==> src/rtl/gate_controller_if.sv <==
// Gate controller bus: the sensor/ticket inputs, the parking-FSM handshake and
// the barrier motor/status outputs. Clock and reset stay outside as plain ports.
//   master : the gate_controller side (drives requests, motor and status)
//   slave  : the environment side (drives sensors, ticket slot and FSM response)
// Signals:
//   car_at_entry, car_at_exit : raw lane presence sensors
//   exit_slot_sel[1:0]        : ticket slot of the exiting car
//   is_open, is_full          : registered FSM response, valid one cycle after a request
//   entry_signal, exit_signal : one-cycle requests to the parking FSM
//   exit_slot[1:0]            : slot number accompanying an exit request
//   gate_up, gate_down        : barrier motor drive (mutually exclusive)
//   gate_is_up                : barrier fully raised
//   reject_full, reject_invalid : request refused flags
//   busy                      : controller is not idle
interface gate_controller_if;
  logic       car_at_entry;
  logic       car_at_exit;
  logic [1:0] exit_slot_sel;
  logic       is_open;
  logic       is_full;
  logic       entry_signal;
  logic       exit_signal;
  logic [1:0] exit_slot;
  logic       gate_up;
  logic       gate_down;
  logic       gate_is_up;
  logic       reject_full;
  logic       reject_invalid;
  logic       busy;

  modport master (
    input  car_at_entry, car_at_exit, exit_slot_sel, is_open, is_full,
    output entry_signal, exit_signal, exit_slot, gate_up, gate_down,
           gate_is_up, reject_full, reject_invalid, busy
  );

  modport slave (
    output car_at_entry, car_at_exit, exit_slot_sel, is_open, is_full,
    input  entry_signal, exit_signal, exit_slot, gate_up, gate_down,
           gate_is_up, reject_full, reject_invalid, busy
  );
endinterface

==> src/rtl/gate_controller.sv <==
// Parking gate front end: debounces the entry and exit car sensors, arbitrates
// between the lanes (exit first), issues one request per car to the parking
// FSM, samples its grant one cycle later and sequences the barrier motor
// through raise, pass (with timeout) and lower, or holds a reject flag.
// Ports:
//   clk   : system clock, rising edge
//   reset : asynchronous active-low reset
//   gc    : gate_controller_if.master (sensors, FSM handshake, motor, status)
module gate_controller #(
  parameter int unsigned DEBOUNCE_CYCLES  = 4,
  parameter int unsigned GATE_MOVE_CYCLES = 8,
  parameter int unsigned PASS_TIMEOUT     = 64,
  parameter int unsigned REJECT_CYCLES    = 4
) (
  input  logic              clk,
  input  logic              reset,
  gate_controller_if.master gc
);

  localparam int unsigned MAX_A   = (DEBOUNCE_CYCLES > GATE_MOVE_CYCLES) ? DEBOUNCE_CYCLES : GATE_MOVE_CYCLES;
  localparam int unsigned MAX_B   = (PASS_TIMEOUT > REJECT_CYCLES) ? PASS_TIMEOUT : REJECT_CYCLES;
  localparam int unsigned MAX_P   = (MAX_A > MAX_B) ? MAX_A : MAX_B;
  localparam int unsigned CNT_W   = $clog2(MAX_P) + 1;
  localparam int unsigned N_LANES = 2;
  localparam int unsigned SLOT_W  = 2;

  // Terminal counter values: a phase ends on the edge where its counter holds LAST.
  localparam logic [CNT_W-1:0] DB_LAST   = CNT_W'(DEBOUNCE_CYCLES - 1);
  localparam logic [CNT_W-1:0] MOVE_LAST = CNT_W'(GATE_MOVE_CYCLES - 1);
  localparam logic [CNT_W-1:0] PASS_LAST = CNT_W'(PASS_TIMEOUT - 1);
  localparam logic [CNT_W-1:0] REJ_LAST  = CNT_W'(REJECT_CYCLES - 1);

  // Lane index into the per-lane vectors: bit 0 entry, bit 1 exit.
  localparam int unsigned IDX_ENTRY = 0;
  localparam int unsigned IDX_EXIT  = 1;

  typedef enum logic [2:0] {
    ST_IDLE   = 3'd0,
    ST_REQ    = 3'd1,
    ST_RESP   = 3'd2,
    ST_RAISE  = 3'd3,
    ST_PASS   = 3'd4,
    ST_LOWER  = 3'd5,
    ST_REJECT = 3'd6
  } state_e;

  typedef enum logic {
    LANE_ENTRY = 1'b0,
    LANE_EXIT  = 1'b1
  } lane_e;

  state_e                          state_q, state_d;
  lane_e                           lane_q, lane_d;
  logic [SLOT_W-1:0]               slot_q, slot_d;
  logic [CNT_W-1:0]                tmr_q, tmr_d;

  logic [N_LANES-1:0]              raw_c;
  logic [N_LANES-1:0]              lvl_q, lvl_d;
  logic [N_LANES-1:0]              prev_q;
  logic [N_LANES-1:0]              rise_c;
  logic [N_LANES-1:0]              req_c;
  logic [N_LANES-1:0]              pend_q, pend_d;
  logic [N_LANES-1:0][CNT_W-1:0]   db_cnt_q, db_cnt_d;
  logic                            served_lvl_c;

  logic entry_signal_q, entry_signal_d;
  logic exit_signal_q, exit_signal_d;
  logic gate_up_q, gate_up_d;
  logic gate_down_q, gate_down_d;
  logic gate_is_up_q, gate_is_up_d;
  logic reject_full_q, reject_full_d;
  logic reject_invalid_q, reject_invalid_d;
  logic busy_q, busy_d;

  // Debounce: the level flips only after DEBOUNCE_CYCLES consecutive differing samples.
  always_comb begin
    raw_c    = {gc.car_at_exit, gc.car_at_entry};
    lvl_d    = lvl_q;
    db_cnt_d = '0;
    for (int i = 0; i < N_LANES; i++) begin
      if (raw_c[i] != lvl_q[i]) begin
        if (db_cnt_q[i] == DB_LAST) begin
          lvl_d[i] = ~lvl_q[i];
        end else begin
          db_cnt_d[i] = db_cnt_q[i] + CNT_W'(1);
        end
      end
    end
  end

  // Events come from debounced rising edges; pending ones die if the car leaves first.
  assign rise_c       = lvl_q & ~prev_q;
  assign req_c        = (pend_q | rise_c) & lvl_q;
  assign served_lvl_c = (lane_q == LANE_EXIT) ? lvl_q[IDX_EXIT] : lvl_q[IDX_ENTRY];

  // Next state, lane/slot latch, phase timer and next registered outputs.
  always_comb begin
    state_d = state_q;
    lane_d  = lane_q;
    slot_d  = slot_q;
    tmr_d   = '0;
    pend_d  = req_c;

    unique case (state_q)
      ST_IDLE: begin
        // Exit wins: a departure frees capacity for the waiting entry.
        if (req_c[IDX_EXIT]) begin
          state_d          = ST_REQ;
          lane_d           = LANE_EXIT;
          slot_d           = gc.exit_slot_sel;
          pend_d[IDX_EXIT] = 1'b0;
        end else if (req_c[IDX_ENTRY]) begin
          state_d           = ST_REQ;
          lane_d            = LANE_ENTRY;
          pend_d[IDX_ENTRY] = 1'b0;
        end
      end
      ST_REQ: begin
        state_d = ST_RESP;
      end
      ST_RESP: begin
        // The lane alone selects which reject flag is raised; a full lot only refuses entries.
        if (gc.is_open) begin
          state_d = ST_RAISE;
        end else if (lane_q == LANE_ENTRY && gc.is_full) begin
          state_d = ST_REJECT;
        end else begin
          state_d = ST_REJECT;
        end
      end
      ST_RAISE: begin
        if (tmr_q == MOVE_LAST) begin
          state_d = ST_PASS;
        end else begin
          tmr_d = tmr_q + CNT_W'(1);
        end
      end
      ST_PASS: begin
        if (!served_lvl_c || tmr_q == PASS_LAST) begin
          state_d = ST_LOWER;
        end else begin
          tmr_d = tmr_q + CNT_W'(1);
        end
      end
      ST_LOWER: begin
        if (tmr_q == MOVE_LAST) begin
          state_d = ST_IDLE;
        end else begin
          tmr_d = tmr_q + CNT_W'(1);
        end
      end
      ST_REJECT: begin
        if (tmr_q == REJ_LAST) begin
          state_d = ST_IDLE;
        end else begin
          tmr_d = tmr_q + CNT_W'(1);
        end
      end
      default: begin
        state_d = ST_IDLE;
      end
    endcase

    entry_signal_d   = (state_d == ST_REQ) && (lane_d == LANE_ENTRY);
    exit_signal_d    = (state_d == ST_REQ) && (lane_d == LANE_EXIT);
    gate_up_d        = (state_d == ST_RAISE);
    gate_down_d      = (state_d == ST_LOWER);
    gate_is_up_d     = (state_d == ST_PASS);
    reject_full_d    = (state_d == ST_REJECT) && (lane_d == LANE_ENTRY);
    reject_invalid_d = (state_d == ST_REJECT) && (lane_d == LANE_EXIT);
    busy_d           = (state_d != ST_IDLE);
  end

  // All state; reset clears motor drive immediately, independent of the clock.
  always_ff @(posedge clk or negedge reset) begin
    if (!reset) begin
      state_q          <= ST_IDLE;
      lane_q           <= LANE_ENTRY;
      slot_q           <= '0;
      tmr_q            <= '0;
      lvl_q            <= '0;
      prev_q           <= '0;
      pend_q           <= '0;
      db_cnt_q         <= '0;
      entry_signal_q   <= 1'b0;
      exit_signal_q    <= 1'b0;
      gate_up_q        <= 1'b0;
      gate_down_q      <= 1'b0;
      gate_is_up_q     <= 1'b0;
      reject_full_q    <= 1'b0;
      reject_invalid_q <= 1'b0;
      busy_q           <= 1'b0;
    end else begin
      state_q          <= state_d;
      lane_q           <= lane_d;
      slot_q           <= slot_d;
      tmr_q            <= tmr_d;
      lvl_q            <= lvl_d;
      prev_q           <= lvl_q;
      pend_q           <= pend_d;
      db_cnt_q         <= db_cnt_d;
      entry_signal_q   <= entry_signal_d;
      exit_signal_q    <= exit_signal_d;
      gate_up_q        <= gate_up_d;
      gate_down_q      <= gate_down_d;
      gate_is_up_q     <= gate_is_up_d;
      reject_full_q    <= reject_full_d;
      reject_invalid_q <= reject_invalid_d;
      busy_q           <= busy_d;
    end
  end

  assign gc.entry_signal   = entry_signal_q;
  assign gc.exit_signal    = exit_signal_q;
  assign gc.exit_slot      = slot_q;
  assign gc.gate_up        = gate_up_q;
  assign gc.gate_down      = gate_down_q;
  assign gc.gate_is_up     = gate_is_up_q;
  assign gc.reject_full    = reject_full_q;
  assign gc.reject_invalid = reject_invalid_q;
  assign gc.busy           = busy_q;

endmodule

==> src/flat_wrapper.sv <==
// flat-port wrapper written by rule: the top's interface ports become plain ports
module gate_controller_flat 
#(
  parameter int unsigned DEBOUNCE_CYCLES  = 4,
  parameter int unsigned GATE_MOVE_CYCLES = 8,
  parameter int unsigned PASS_TIMEOUT     = 64,
  parameter int unsigned REJECT_CYCLES    = 4
)
  (clk, reset, gc_car_at_entry, gc_car_at_exit, gc_exit_slot_sel, gc_is_open, gc_is_full, gc_entry_signal, gc_exit_signal, gc_exit_slot, gc_gate_up, gc_gate_down, gc_gate_is_up, gc_reject_full, gc_reject_invalid, gc_busy);
  gate_controller_if gc_i ();
  input  logic clk;
  input  logic reset;
  input wire logic [$bits(gc_i.car_at_entry)-1:0] gc_car_at_entry;
  input wire logic [$bits(gc_i.car_at_exit)-1:0] gc_car_at_exit;
  input wire logic [$bits(gc_i.exit_slot_sel)-1:0] gc_exit_slot_sel;
  input wire logic [$bits(gc_i.is_open)-1:0] gc_is_open;
  input wire logic [$bits(gc_i.is_full)-1:0] gc_is_full;
  output wire logic [$bits(gc_i.entry_signal)-1:0] gc_entry_signal;
  output wire logic [$bits(gc_i.exit_signal)-1:0] gc_exit_signal;
  output wire logic [$bits(gc_i.exit_slot)-1:0] gc_exit_slot;
  output wire logic [$bits(gc_i.gate_up)-1:0] gc_gate_up;
  output wire logic [$bits(gc_i.gate_down)-1:0] gc_gate_down;
  output wire logic [$bits(gc_i.gate_is_up)-1:0] gc_gate_is_up;
  output wire logic [$bits(gc_i.reject_full)-1:0] gc_reject_full;
  output wire logic [$bits(gc_i.reject_invalid)-1:0] gc_reject_invalid;
  output wire logic [$bits(gc_i.busy)-1:0] gc_busy;
  assign gc_i.car_at_entry = gc_car_at_entry;
  assign gc_i.car_at_exit = gc_car_at_exit;
  assign gc_i.exit_slot_sel = gc_exit_slot_sel;
  assign gc_i.is_open = gc_is_open;
  assign gc_i.is_full = gc_is_full;
  assign gc_entry_signal = gc_i.entry_signal;
  assign gc_exit_signal = gc_i.exit_signal;
  assign gc_exit_slot = gc_i.exit_slot;
  assign gc_gate_up = gc_i.gate_up;
  assign gc_gate_down = gc_i.gate_down;
  assign gc_gate_is_up = gc_i.gate_is_up;
  assign gc_reject_full = gc_i.reject_full;
  assign gc_reject_invalid = gc_i.reject_invalid;
  assign gc_busy = gc_i.busy;
  gate_controller #(.DEBOUNCE_CYCLES(DEBOUNCE_CYCLES), .GATE_MOVE_CYCLES(GATE_MOVE_CYCLES), .PASS_TIMEOUT(PASS_TIMEOUT), .REJECT_CYCLES(REJECT_CYCLES)) u_core (.clk(clk), .reset(reset), .gc(gc_i));
endmodule
==> config.mk <==
export PLATFORM = sky130hd
export DESIGN_NAME = gate_controller_flat
export DESIGN_NICKNAME = d
export VERILOG_FILES = /design/src/rtl/gate_controller_if.sv /design/src/rtl/gate_controller.sv /design/src/flat_wrapper.sv
export SDC_FILE = /design/constraint.sdc
export NUM_CORES = 1
export LEC_CHECK = 0
export CAP_MARGIN = 20
export CORE_ASPECT_RATIO = 0.75
export CORE_UTILIZATION = 40
export CTS_CLUSTER_SIZE = 25
export DETAILED_ROUTE_END_ITERATION = 12
export RECOVER_POWER = 25
export SLEW_MARGIN = 20
export SYNTH_ARGS = -nofsm -noshare
export SYNTH_HDL_FRONTEND = slang
export SYNTH_SLANG_ARGS = --single-unit
==> constraint.sdc <==
create_clock -name clk -period 1.9 [get_ports clk]
set_input_delay 0.475 -clock clk [delete_from_list [all_inputs] [get_ports clk]]
set_output_delay 0.475 -clock clk [all_outputs]
set_load 0.01 [all_outputs]
==> flow_summary.json <==
{
  "slowest_stage": "or4b_4",
  "yosys.area_share.simple_pct": 15.8,
  "syn_avg_cell_area_um2": 11.5,
  "dp_hpwl_mm": 2.43,
  "clock_power_share_pct": 17.2,
  "cts_num_sinks": 41,
  "hold_viol": 0,
  "htreeDepth": 2,
  "p_sw_mw": 1.15,
  "setup_ws_ns": -0.0754,
  "cp_num_buf_inv": 0,
  "p_per_area_mw_per_mm2": 1420,
  "p_leak_nw": 1.02,
  "clk_latency_ns": 0.28,
  "initial_utilization_pct": 41.7,
  "core-area_mm2": 0.00447,
  "dpl-instance-area_mm2": 0.00213,
  "track_usage_pct": 15.4,
  "overflow": 0,
  "cp_cell_sequence": "ha_2 -> or4b_4 -> or4_1 -> o2111ai_2 -> a21oi_1",
  "synth_xor_area_share_pct": 8.46,
  "status": "finished, violations left",
  "reg2reg_depth": 5,
  "grt_pass1_wl_mm": 5.68,
  "rr_startpoint": "u_core.tmr_q[0]",
  "synthMuxAreaShare_pct": 2.95,
  "cp-start-kind": "register",
  "synth-seq-area-share_pct": 55.0,
  "yosys.cell_types.count": 41,
  "fp-row-count": 21,
  "maxCapViolations": 0,
  "fin_area_mm2": 0.00228,
  "synthesis.area_mm2": 0.00186,
  "num_vias": 1249,
  "p_seq_share_pct": 40.2,
  "tightest_slew_ns": 0.977,
  "hold_class": "primary input to asynchronous set/reset pin",
  "ctsHoldBuffers": 0,
  "die_area_mm2": 0.00494,
  "syn-num-nets": 173,
  "critical_path_class": "register to register",
  "gp_congestion": 0.759,
  "final_nets": 202,
  "routed_wl_mm": 3.41,
  "final.setup_skew_ns": 0.00705,
  "max_freq_mhz": 506,
  "rsz0062_at_grt": "true",
  "clk_pin_slew_ns": 0.07,
  "fillers": 408,
  "ys_ff_latch": 41,
  "cts-buffers-inserted": 5,
  "cp.required_ns": 2.05,
  "comb_power_share_pct": 42.6,
  "whs_ns": 0.423,
  "first_global_vias": 1309,
  "synth_top_family_by_area": "simple AND/OR/NAND/NOR gates",
  "first_pass_iters": 4,
  "cts_tree": "built",
  "syn_inst": 162,
  "crit_cells": 5,
  "cts_max_path_buffers": 2,
  "grt_max_degree": 42,
  "ir_drop_v": 0.000767,
  "worst_ep_arrival_time_ns": 2.12,
  "final_antenna_net_count": 0,
  "cp_slowest_stage_delay_ns": 0.51,
  "fin_crit_ns": 1.98,
  "reg2reg_slack_ns": -0.08,
  "finalSetupViolations": 11,
  "die_h_um": 61.1,
  "fin_crit_sh_pct": 104,
  "r2r_end": "u_core.tmr_q[6]",
  "die_width_um": 80.8,
  "setup.worst_path.end_class": "register",
  "synth-adder-area-share_pct": 2.01,
  "internal_power_mw": 2.10,
  "portBuffers": 16,
  "drc": 0,
  "violations": "setup timing",
  "grt_antenna_before_repair": 0,
  "viasPerCell": 5.04,
  "path_max_fanout": 7,
  "wl_per_cell_um": 13.7,
  "synth_warnings": 0,
  "io_pins": 18,
  "path_delay_family": "simple AND/OR/NAND/NOR gates",
  "root_buffer": "clkbuf_8",
  "areaGrowthSynthToFinish_pct": 22.4,
  "drtIter0Drc": 33,
  "maxSlewViolCount": 0,
  "drive_above_1_share_pct": 20.9,
  "netSwitchingFraction_pct": 35.4,
  "synth-compound-area-share_pct": 12.3,
  "antenna_cells": 0,
  "relSlewSlack_pct": 34.9
}
timing repair:
action	in CTS	in global routing
setup endpoints to repair	14	15
resized for setup	4	5
setup buffers	1	2
pin swaps	4	2
layout make-up:
| class | count | area, µm² | share of cell area [%] |
|---|---|---|---|
| Tap cell | 57 | 71.3 | 3.12 |
| Inverter | 7 | 26.3 | 1.15 |
| Clock buffer | 6 | 82.6 | 3.62 |
| Sequential cell | 41 | 1030 | 45.0 |
| Clock inverter | 1 | 7.51 | 0.329 |
| Timing Repair Buffer | 29 | 258 | 11.3 |
| Multi-Input combinational cell | 107 | 811 | 35.5 |
metal layers:
metal  track usage, %  wire length [µm]  vias to the layer above
met2             25.3              1620                       16
met1             19.4              1630                      612
li1                 -                 -                      619
met4             5.10                18                        0
met3             5.04               138                        2
met5                0                 0                        -
metrics by stage:
stage | setup slack [ns] | util, % | power, mW | TNS [ns] | std cells
finish | -0.0754 | 51.1 | 3.24 | -0.627 | 248
global placement | -0.129 | 47.6 | 2.56 | -0.846 | 238
floorplan | -0.0204 | - | 2.16 | -0.0815 | 162
global route | -0.156 | 51.1 | 3.48 | -1.45 | 248
CTS | -0.0622 | 50.2 | 3.19 | -0.439 | 246
detailed placement | -0.146 | 47.6 | 2.61 | -1.11 | 238
worst register-to-register path: cells and delay by family (launching register included):
kind | cells | cell delay [ns]
simple gates | 2 | 0.97
compound gates | 2 | 0.33
flops | 1 | 0.37
fa+ha+maj | 1 | 0.18
state kept, by name (all words and copies together), names as in the netlist, 2 cells and up:
register,flops
u_core.db_cnt_q,14
u_core.tmr_q,7
u_core.state_q,3
u_core.gc.exit_slot,2
u_core.lvl_q,2
u_core.pend_q,2
u_core.prev_q,2
how the worst max path moves through the flow:
stage | start | end | slack, ns
2_1_floorplan | u_core.tmr_q[0] | u_core.gc.busy | -0.02
3_5_place_dp | u_core.tmr_q[0] | u_core.gc.gate_is_up | -0.15
5_1_grt | u_core.tmr_q[0] | u_core.gc.busy | -0.16
4_1_cts | u_core.tmr_q[0] | u_core.gc.busy | -0.06
3_3_place_gp | u_core.tmr_q[0] | u_core.gc.gate_is_up | -0.13
6_report | u_core.tmr_q[0] | u_core.tmr_q[6] | -0.08
Yosys cell counts (all sizes together):
cell type	n	area, µm²
o2111ai	1	15.0
nand2b	3	18.8
nand3	6	30.0
a31oi	1	6.26
nor3b	1	7.51
nand2	8	30.0
a41oi	1	8.76
o311a	2	31.3
buf	4	26.3
dfrtp	41	1030
o221a	1	11.3
a21boi	1	7.51
a21oi	10	50.1
or4	1	7.51
nand4	1	6.26
a221o	1	11.3
xor2	8	70.1
inv	7	26.3
or4b	1	10.0
xnor2	10	87.6
o41ai	1	27.5
o211ai	1	7.51
nor4bb	1	10.0
a211oi	1	20.0
o21ai	1	5.00
nor4b	1	15.0
nor2b	1	6.26
and3	7	43.8
mux2i	1	10.0
mux2	4	45.0
nor2	18	67.6
a21o	2	15.0
clkbuf	3	11.3
nor3	3	15.0
o31ai	1	12.5
nand3b	2	15.0
ha	3	37.5
nor4	2	12.5
power by group through the flow:
stage | sequential, mW | clock (mW) | combinational (mW)
6_report | 1.30 | 0.557 | 1.38
5_1_grt | 1.34 | 0.625 | 1.52
4_1_cts | 1.31 | 0.577 | 1.31
3_5_place_dp | 1.32 | 0 | 1.29
3_3_place_gp | 1.31 | 0 | 1.25
2_1_floorplan | 1.28 | 0 | 0.878
layout by cell type (no fill, tap or decap), types with 2 or more instances in the layout:
cell type / synthesis / layout
a21o_1: 2 / 2
a21oi_1: 10 / 9
and3_1: 7 / 6
buf_4: 0 / 10
buf_6: 1 / 2
clkbuf_8: 0 / 6
clkdlybuf4s50_1: 0 / 15
dfrtp_1: 41 / 41
ha_1: 3 / 2
inv_1: 6 / 6
mux2_2: 4 / 4
nand2_1: 8 / 8
nand2b_1: 3 / 3
nand3_1: 6 / 6
nand3b_1: 2 / 2
nor2_1: 18 / 18
nor3_1: 3 / 2
nor4_1: 2 / 2
xnor2_1: 10 / 10
xor2_1: 8 / 8
cell families (layout without fill, tap and decap cells):
| group | count (synthesis) | after routing |
|---|---|---|
| adder cells (fa/ha/maj) | 3 | 3 |
| AND/OR/NAND/NOR | 56 | 56 |
| multiplexers | 5 | 5 |
| flip-flops | 41 | 41 |
| AO/OA/AOI/OAI | 25 | 25 |
| buffers and inverters | 14 | 43 |
| XOR/XNOR | 18 | 18 |
No activity file was read; power rests on OpenSTA's default activity.
